==> src/rtl/mems_scan_gen.sv <==
// MEMS scan timing generator: line/frame request flags at a fixed cycle
// cadence, with run control, line index, scan direction and overrun count.
//
// Ports:
//   clk, rst              clock, synchronous active-high reset
//   enable                level, high = run, low = return to IDLE
//   single_shot           level, high = halt after the next frame event
//   new_line_FIFO_done    ack strobe for new_line
//   new_frame_FIFO_done   ack strobe for new_frame
//   clr_overrun           clears overrun_cnt
//   new_line, new_frame   sticky request flags
//   line_idx              index of the line being scanned
//   scan_dir              current scan direction (BIDIR only)
//   overrun_cnt, overrun  saturating missed-ack count, and its non-zero flag
module mems_scan_gen #(
    parameter int CNTR_W          = 30,
    parameter int LINE_PERIOD     = 550001,
    parameter int LINE_W          = 8,
    parameter int LINES_PER_FRAME = 16,
    parameter bit BIDIR           = 1'b0
) (
    input  logic              clk,
    input  logic              rst,
    input  logic              enable,
    input  logic              single_shot,
    input  logic              new_line_FIFO_done,
    input  logic              new_frame_FIFO_done,
    input  logic              clr_overrun,
    output logic              new_line,
    output logic              new_frame,
    output logic [LINE_W-1:0] line_idx,
    output logic              scan_dir,
    output logic [7:0]        overrun_cnt,
    output logic              overrun
);

    typedef enum logic [1:0] {IDLE, RUN, HALT} state_t;

    localparam logic [CNTR_W-1:0] CNT_LAST  = CNTR_W'(LINE_PERIOD - 1);
    localparam logic [LINE_W-1:0] LINE_LAST = LINE_W'(LINES_PER_FRAME - 1);

    state_t            state, state_nxt;
    logic [CNTR_W-1:0] cnt, cnt_nxt;
    logic [LINE_W-1:0] line_cnt_nxt;
    logic              dir_nxt;
    logic              line_evt, frame_evt;
    logic              line_flag_nxt, frame_flag_nxt;
    logic              miss;
    logic [7:0]        ovr_nxt;

    // Sequencing: state, period counter, line counter, direction.
    always_comb begin
        state_nxt    = state;
        cnt_nxt      = cnt;
        line_cnt_nxt = line_idx;
        dir_nxt      = scan_dir;
        line_evt     = 1'b0;
        frame_evt    = 1'b0;
        unique case (state)
            IDLE: begin
                cnt_nxt      = '0;
                line_cnt_nxt = '0;
                dir_nxt      = 1'b0;
                if (enable) state_nxt = RUN;
            end
            RUN: begin
                if (!enable) begin
                    // Dropping enable suppresses any event due this cycle.
                    state_nxt    = IDLE;
                    cnt_nxt      = '0;
                    line_cnt_nxt = '0;
                    dir_nxt      = 1'b0;
                end else if (cnt == CNT_LAST) begin
                    cnt_nxt = '0;
                    dir_nxt = BIDIR ? ~scan_dir : 1'b0;
                    if (line_idx == LINE_LAST) begin
                        frame_evt    = 1'b1;
                        line_cnt_nxt = '0;
                        if (single_shot) state_nxt = HALT;
                    end else begin
                        line_evt     = 1'b1;
                        line_cnt_nxt = line_idx + 1'b1;
                    end
                end else begin
                    cnt_nxt = cnt + 1'b1;
                end
            end
            HALT: begin
                cnt_nxt      = '0;
                line_cnt_nxt = '0;
                if (!enable) begin
                    state_nxt = IDLE;
                    dir_nxt   = 1'b0;
                end
            end
            default: begin
                state_nxt    = IDLE;
                cnt_nxt      = '0;
                line_cnt_nxt = '0;
                dir_nxt      = 1'b0;
            end
        endcase
    end

    // Request flags and overrun accounting. A new event beats a same-cycle
    // ack; an event landing on a still-pending flag without ack is a miss.
    always_comb begin
        line_flag_nxt  = line_evt | (new_line & ~new_line_FIFO_done);
        frame_flag_nxt = frame_evt | (new_frame & ~new_frame_FIFO_done);
        miss = (line_evt & new_line & ~new_line_FIFO_done)
             | (frame_evt & new_frame & ~new_frame_FIFO_done);
        ovr_nxt = overrun_cnt;
        if (clr_overrun) begin
            ovr_nxt = '0;
        end else if (miss && overrun_cnt != 8'hFF) begin
            ovr_nxt = overrun_cnt + 8'd1;
        end
    end

    always_ff @(posedge clk) begin
        if (rst) begin
            state       <= IDLE;
            cnt         <= '0;
            line_idx    <= '0;
            scan_dir    <= 1'b0;
            new_line    <= 1'b0;
            new_frame   <= 1'b0;
            overrun_cnt <= '0;
            overrun     <= 1'b0;
        end else begin
            state       <= state_nxt;
            cnt         <= cnt_nxt;
            line_idx    <= line_cnt_nxt;
            scan_dir    <= dir_nxt;
            new_line    <= line_flag_nxt;
            new_frame   <= frame_flag_nxt;
            overrun_cnt <= ovr_nxt;
            overrun     <= (ovr_nxt != 8'd0);
        end
    end

endmodule
==> config.mk <==
export PLATFORM = sky130hd
export DESIGN_NAME = mems_scan_gen
export DESIGN_NICKNAME = d
export VERILOG_FILES = /design/src/rtl/mems_scan_gen.sv
export SDC_FILE = /design/constraint.sdc
export NUM_CORES = 1
export LEC_CHECK = 0
export BUFFER_PORTS_ARGS = -buffer_cell sky130_fd_sc_hd__buf_2
export CORE_UTILIZATION = 33
export CTS_BUF_LIST = sky130_fd_sc_hd__clkbuf_4
export DETAILED_ROUTE_END_ITERATION = 16
export GPL_TIMING_DRIVEN = 0
export PLACE_DENSITY = 0.62
export SYNTH_ARGS = -nofsm -noshare
export SYNTH_HDL_FRONTEND = slang
export SYNTH_SLANG_ARGS = --single-unit
==> constraint.sdc <==
create_clock -name clk -period 3.1 [get_ports clk]
set_input_delay 0.31 -clock clk [delete_from_list [all_inputs] [get_ports clk]]
set_output_delay 0.31 -clock clk [all_outputs]
set_load 0.005 [all_outputs]
Word-level counts from Yosys, hierarchy flattened
Cells that the tools add are included.

cells by class
  add/subtract/negate cells = 3
  equal/unequal tests = 10
  mux-type cells = 22
  bitwise operators = 13
  reduce and logical (&&, ||, !) cells = 7

operator list
  cell                     count
  $add A30 B1 Y30 const B  1
  $eq A30 B20 Y1 const B   1
  $mux W8                  3
  $add A8 B1 Y8 const B    2
  $mux W2                  6
  $mux W1                  11
  $ne A3 B3 Y1 const B     3
  $eq A8 B4 Y1 const B     1
  $ne A8 B8 Y1 const B     1
  $reduce_bool A8 Y1       1
  $and A1 B1 Y1            6
  $pmux W2 S3              1
  $reduce_and A5 Y1        1
  $ne A2 B2 Y1 const B     2
  $not A1 Y1               4
  $reduce_or A4 Y1         1
  $or A1 B1 Y1             3
  $reduce_or A3 Y1         1
  $eq A2 B1 Y1 const B     1
  $eq A2 B2 Y1 const B     1
  $logic_not A2 Y1         1
  $pmux W1 S2              1
  $reduce_and A2 Y1        1
  $logic_and A1 B1 Y1      1

word-level totals
  register bits = 52
  input port bits = 7
  output and inout port bits = 20
  logic and storage cells = 63

Longest topological paths before layout
  word-level depth = 12
  depth in mapped cells = 9
  depth with buffers taken out = 8

Least setup slack after synthesis
OpenSTA, ideal clock, no wires.

  path kind = register -> register
  start point = register line_idx[4]
  end point = register overrun
  setup time = 0.136 ns
  data arrival time = 2.172 ns
  required time = 2.964 ns
  slack = 0.792 ns
  stages on the path, launching flop included = 8
  buffers on the path = 1
  period minus slack after synthesis = 2.308 ns
  path through = dfxtp_1 -> or4_4 -> or4_4 -> a211oi_2 -> buf_6 -> nand4b_1 -> a22oi_1 -> a41oi_1

on the way
  word-level cells in the longest chain between the ends = 12
  elaborated cells on any way between the ends = 18
  those cells by class = 1 x eq/ne; 10 x mux; 5 x bitwise; 2 x reduce/logical

RTL lines
  item                                            line      text
  from (decl)                                     31        output logic [LINE_W-1:0] line_idx,
  from (signal assigned)                          133       line_idx <= line_cnt_nxt;
  $eq A8 B4 Y1 *                                  76        if (line_idx == LINE_LAST) begin
  $mux W1                                         76
  $mux W1                                         73        end else if (cnt == CNT_LAST) begin
  $mux W1                                         67        if (!enable) begin
  $mux W1                                         59        unique case (state)
  $and A1 B1 Y1 (on tied branches) (2 in series)  110, 111
  $or A1 B1 Y1 *                                  111       | (frame_evt & new_frame & ~new_frame_FIFO_done);
  $logic_and A1 B1 Y1 *                           115       end else if (miss && overrun_cnt != 8'hFF) begin
  $mux W8 *                                       115
  $mux W8 *                                       113       if (clr_overrun) begin
  $reduce_bool A8 Y1 *                            138       overrun <= (ovr_nxt != 8'd0);
  to (signal assigned)                            138
  to (decl)                                       34        output logic overrun

Every way passes the cells marked *; elsewhere a longest branch is shown, timed or not.
A chain may end at the register's enable or synchronous reset.

Worst setup path in the final report
Same ends and word-level chain as after synthesis.

==> flow_summary.json <==
{
  "setup_tns_ns": 0,
  "fmax_mhz": 396.3,
  "wl_um": 4530,
  "outcome": "finished, final reports clean",
  "worstSetupPathType": "flip-flop to flip-flop",
  "grt_max_degree": 16,
  "cell_internal_pwr_w": 0.0007614,
  "antenna_found_initial": 0,
  "finalSetupViolCount": 0,
  "ant_nets": 0,
  "clockBufferDepth": 2,
  "synth.area.mux_share_pct": 1.285,
  "synth.area.top_cells": "dfxtp_1 (42%), xor2_1 (10%), nor2_1 (7.7%), nand4_1 (3.9%), xnor2_1 (3.6%)",
  "grtUsageTotal_pct": 12.75,
  "cts_setup_buffers": 0,
  "fp.coreArea_mm2": 0.006944,
  "ios": 27,
  "tritoncts": "yes",
  "portBuffers": 25,
  "grt_pass1_vias": 1795,
  "pwr-share-clk_pct": 30.8,
  "nets": 323,
  "cts_sinks": 51,
  "wl_per_cell_um": 11.08,
  "reg2reg_from": "line_idx[4]",
  "cp-start-kind": "flip-flop",
  "yosys.area_share.simple_pct": 32.01,
  "netlist_area_mm2": 0.002435,
  "synth_adder_area_share_pct": 2.055,
  "via_per_inst": 4.804,
  "grt_pass1_wl_um": 7803,
  "startpoint": "line_idx[4]",
  "pwr-share-seq_pct": 67.2,
  "rsz0062_at_grt": "no",
  "via_count": 1965,
  "postSynthNetCount": 291,
  "async_flop_share_pct": 0,
  "fin_crit_sh_pct": 81.40,
  "most-common-layout-cells": "dfxtp_1 (51), nor2_1 (50), xor2_1 (29)",
  "worstMarginPinSlew_ns": 0.8953,
  "post-route-min-period_ns": 2.523,
  "synth-edff-count": 0,
  "initial_core_util_pct": 35.06,
  "rows": 30,
  "area_growth_pct": 12.44,
  "syn_inst": 280,
  "synth_top_area_share_pct": 41.93,
  "synth_area_leader_cell": "dfxtp_1",
  "fillCellCount": 734,
  "drv_slew": 0,
  "yosys_register_bits": 51,
  "maxCapViolCount": 0,
  "insertedDiodeCount": 0,
  "die_y_um": 87.90,
  "power.leakage_nw": 0.9963,
  "clock_latency_ns": 0.37,
  "cts.clk_slew.worst_paths_ns": 0.15,
  "synth_cell_types": 45,
  "synth_compound_area_share_pct": 5.139,
  "powerDensity_mw_per_mm2": 357.3,
  "power_frac_comb_pct": 2.0,
  "cts_hold_buf": 0,
  "drc": 0,
  "p_sw_w": 0.0002169,
  "synth_ff_type": "dfxtp_1",
  "yosysSeqAreaShare_pct": 41.93,
  "cts_resized": 0,
  "hold_viol": 0,
  "avgSynthCellArea_um2": 8.696,
  "worstPathArrival_ns": 2.78,
  "drt-initial-drc-count": 77,
  "p_sw_share_pct": 22.17,
  "synth-xor-area-share_pct": 14.03,
  "drive_gt1_share_pct": 17.89,
  "synth_top_family_by_area": "simple AND/OR/NAND/NOR gates",
  "htreeDepth": 2,
  "final_common_cell": "dfxtp_1",
  "globalplace.congestion": 0.7936,
  "endpoint_kind": "flip-flop",
  "hp-start": "rst",
  "yosys_warnings": 0,
  "ir_drop_uv": 173.6,
  "final_cell_area_mm2": 0.002738,
  "cts_buffers": 5,
  "hpwlAfterDp_um": 3413,
  "cp.required_ns": 3.35,
  "max_slew_margin_pct": 39.76,
  "fp.dieW_um": 87.90,
  "grt-ovfl-total": 0,
  "first_pass_iters": 4,
  "dieArea_mm2": 0.007726,
  "cts_root_buf": "clkbuf_4",
  "worstPathMaxFanout": 10,
  "clock_skew_ns": 0.01898,
  "placed_area_mm2": 0.002680,
  "hold_path_class": "primary input to flip-flop"
}
[kinds of logic after synthesis]
group                    count (synthesis)
XOR/XNOR                                39
AO/OA/AOI/OAI                           19
other                                    1
flip-flops                              51
AND/OR/NAND/NOR                        147
adder cells (fa/ha/maj)                  4
multiplexers                             3
buffers and inverters                   16
[state kept, by name (all words and copies together), names as in the netlist]
signal / cells
line_idx: 8
overrun_cnt: 8
state: 2
new_line: 1
cnt: 30
new_frame: 1
overrun: 1
[power by group through the flow]
stage	sequential [W]	clock [W]	combinational, W
after floorplan	0.000672	0	0.0000109
after global placement	0.000672	0	0.0000194
after detailed placement	0.000672	0	0.0000199
after CTS	0.000658	0.000320	0.0000199
after global routing	0.000658	0.000341	0.0000221
final	0.000658	0.000301	0.0000195
[routing by layer]
layer	global-route usage [%]	wire length, um
met5	0	0
met4	4.471	55
met3	2.922	139
met2	21.28	1985
met1	16.11	2349
[through the flow]
step	hold WS [ns]	power (W)	std cells	worst slack [ns]	utilization, %
finish	0.1785	0.0009783	409	0.5767	39.42
global route	0.1638	0.001021	409	0.4276	39.42
floorplan	0.3791	0.0006827	280	0.7917	-
CTS	0.1542	0.0009979	409	0.5572	39.42
global placement	0.4376	0.0006913	401	0.5932	38.59
detailed placement	0.4539	0.0006919	401	0.5908	38.59
[area by class of cell]
type                       count  area, um2  area share, %
inverter                       7      26.28         0.9598
sequential                    51       1021          37.29
clock inverter                 2      12.51         0.4570
timing repair buffer          25      125.1          4.570
tap                           96      120.1          4.388
buffer                         9      56.30          2.057
multi-input combinational    213       1331          48.63
clock buffer                   6      45.04          1.645
[worst max-delay path, stage by stage (launching register included)]
cell and delay (ns):
dfxtp_1 0.40, or4_4 0.57, or4_4 0.49, a211oi_2 0.30, buf_6 0.19, nand4b_1 0.10
a22oi_1 0.21, a41oi_1 0.14
[synthesized netlist by cell type, types with 5 or more instances]
cell type	n
o21ai_0	5
xnor2_1	10
and3_1	10
xor2_1	29
nand2_1	21
inv_1	7
dfxtp_1	51
nand4_1	15
a21oi_1	7
nor4_1	5
nand3_1	14
nor2_1	50
clkbuf_1	5
[final timing paths]
path | end | slack, ns | depth (start not counted)
setup / recovery | overrun | 0.58 | 7
hold / removal | new_line | 0.18 | 2
setup reg to reg | overrun | 0.58 | 7
hold reg to reg | state[0] | 0.47 | 1
Note: power is estimated with default switching activity, not from simulation.
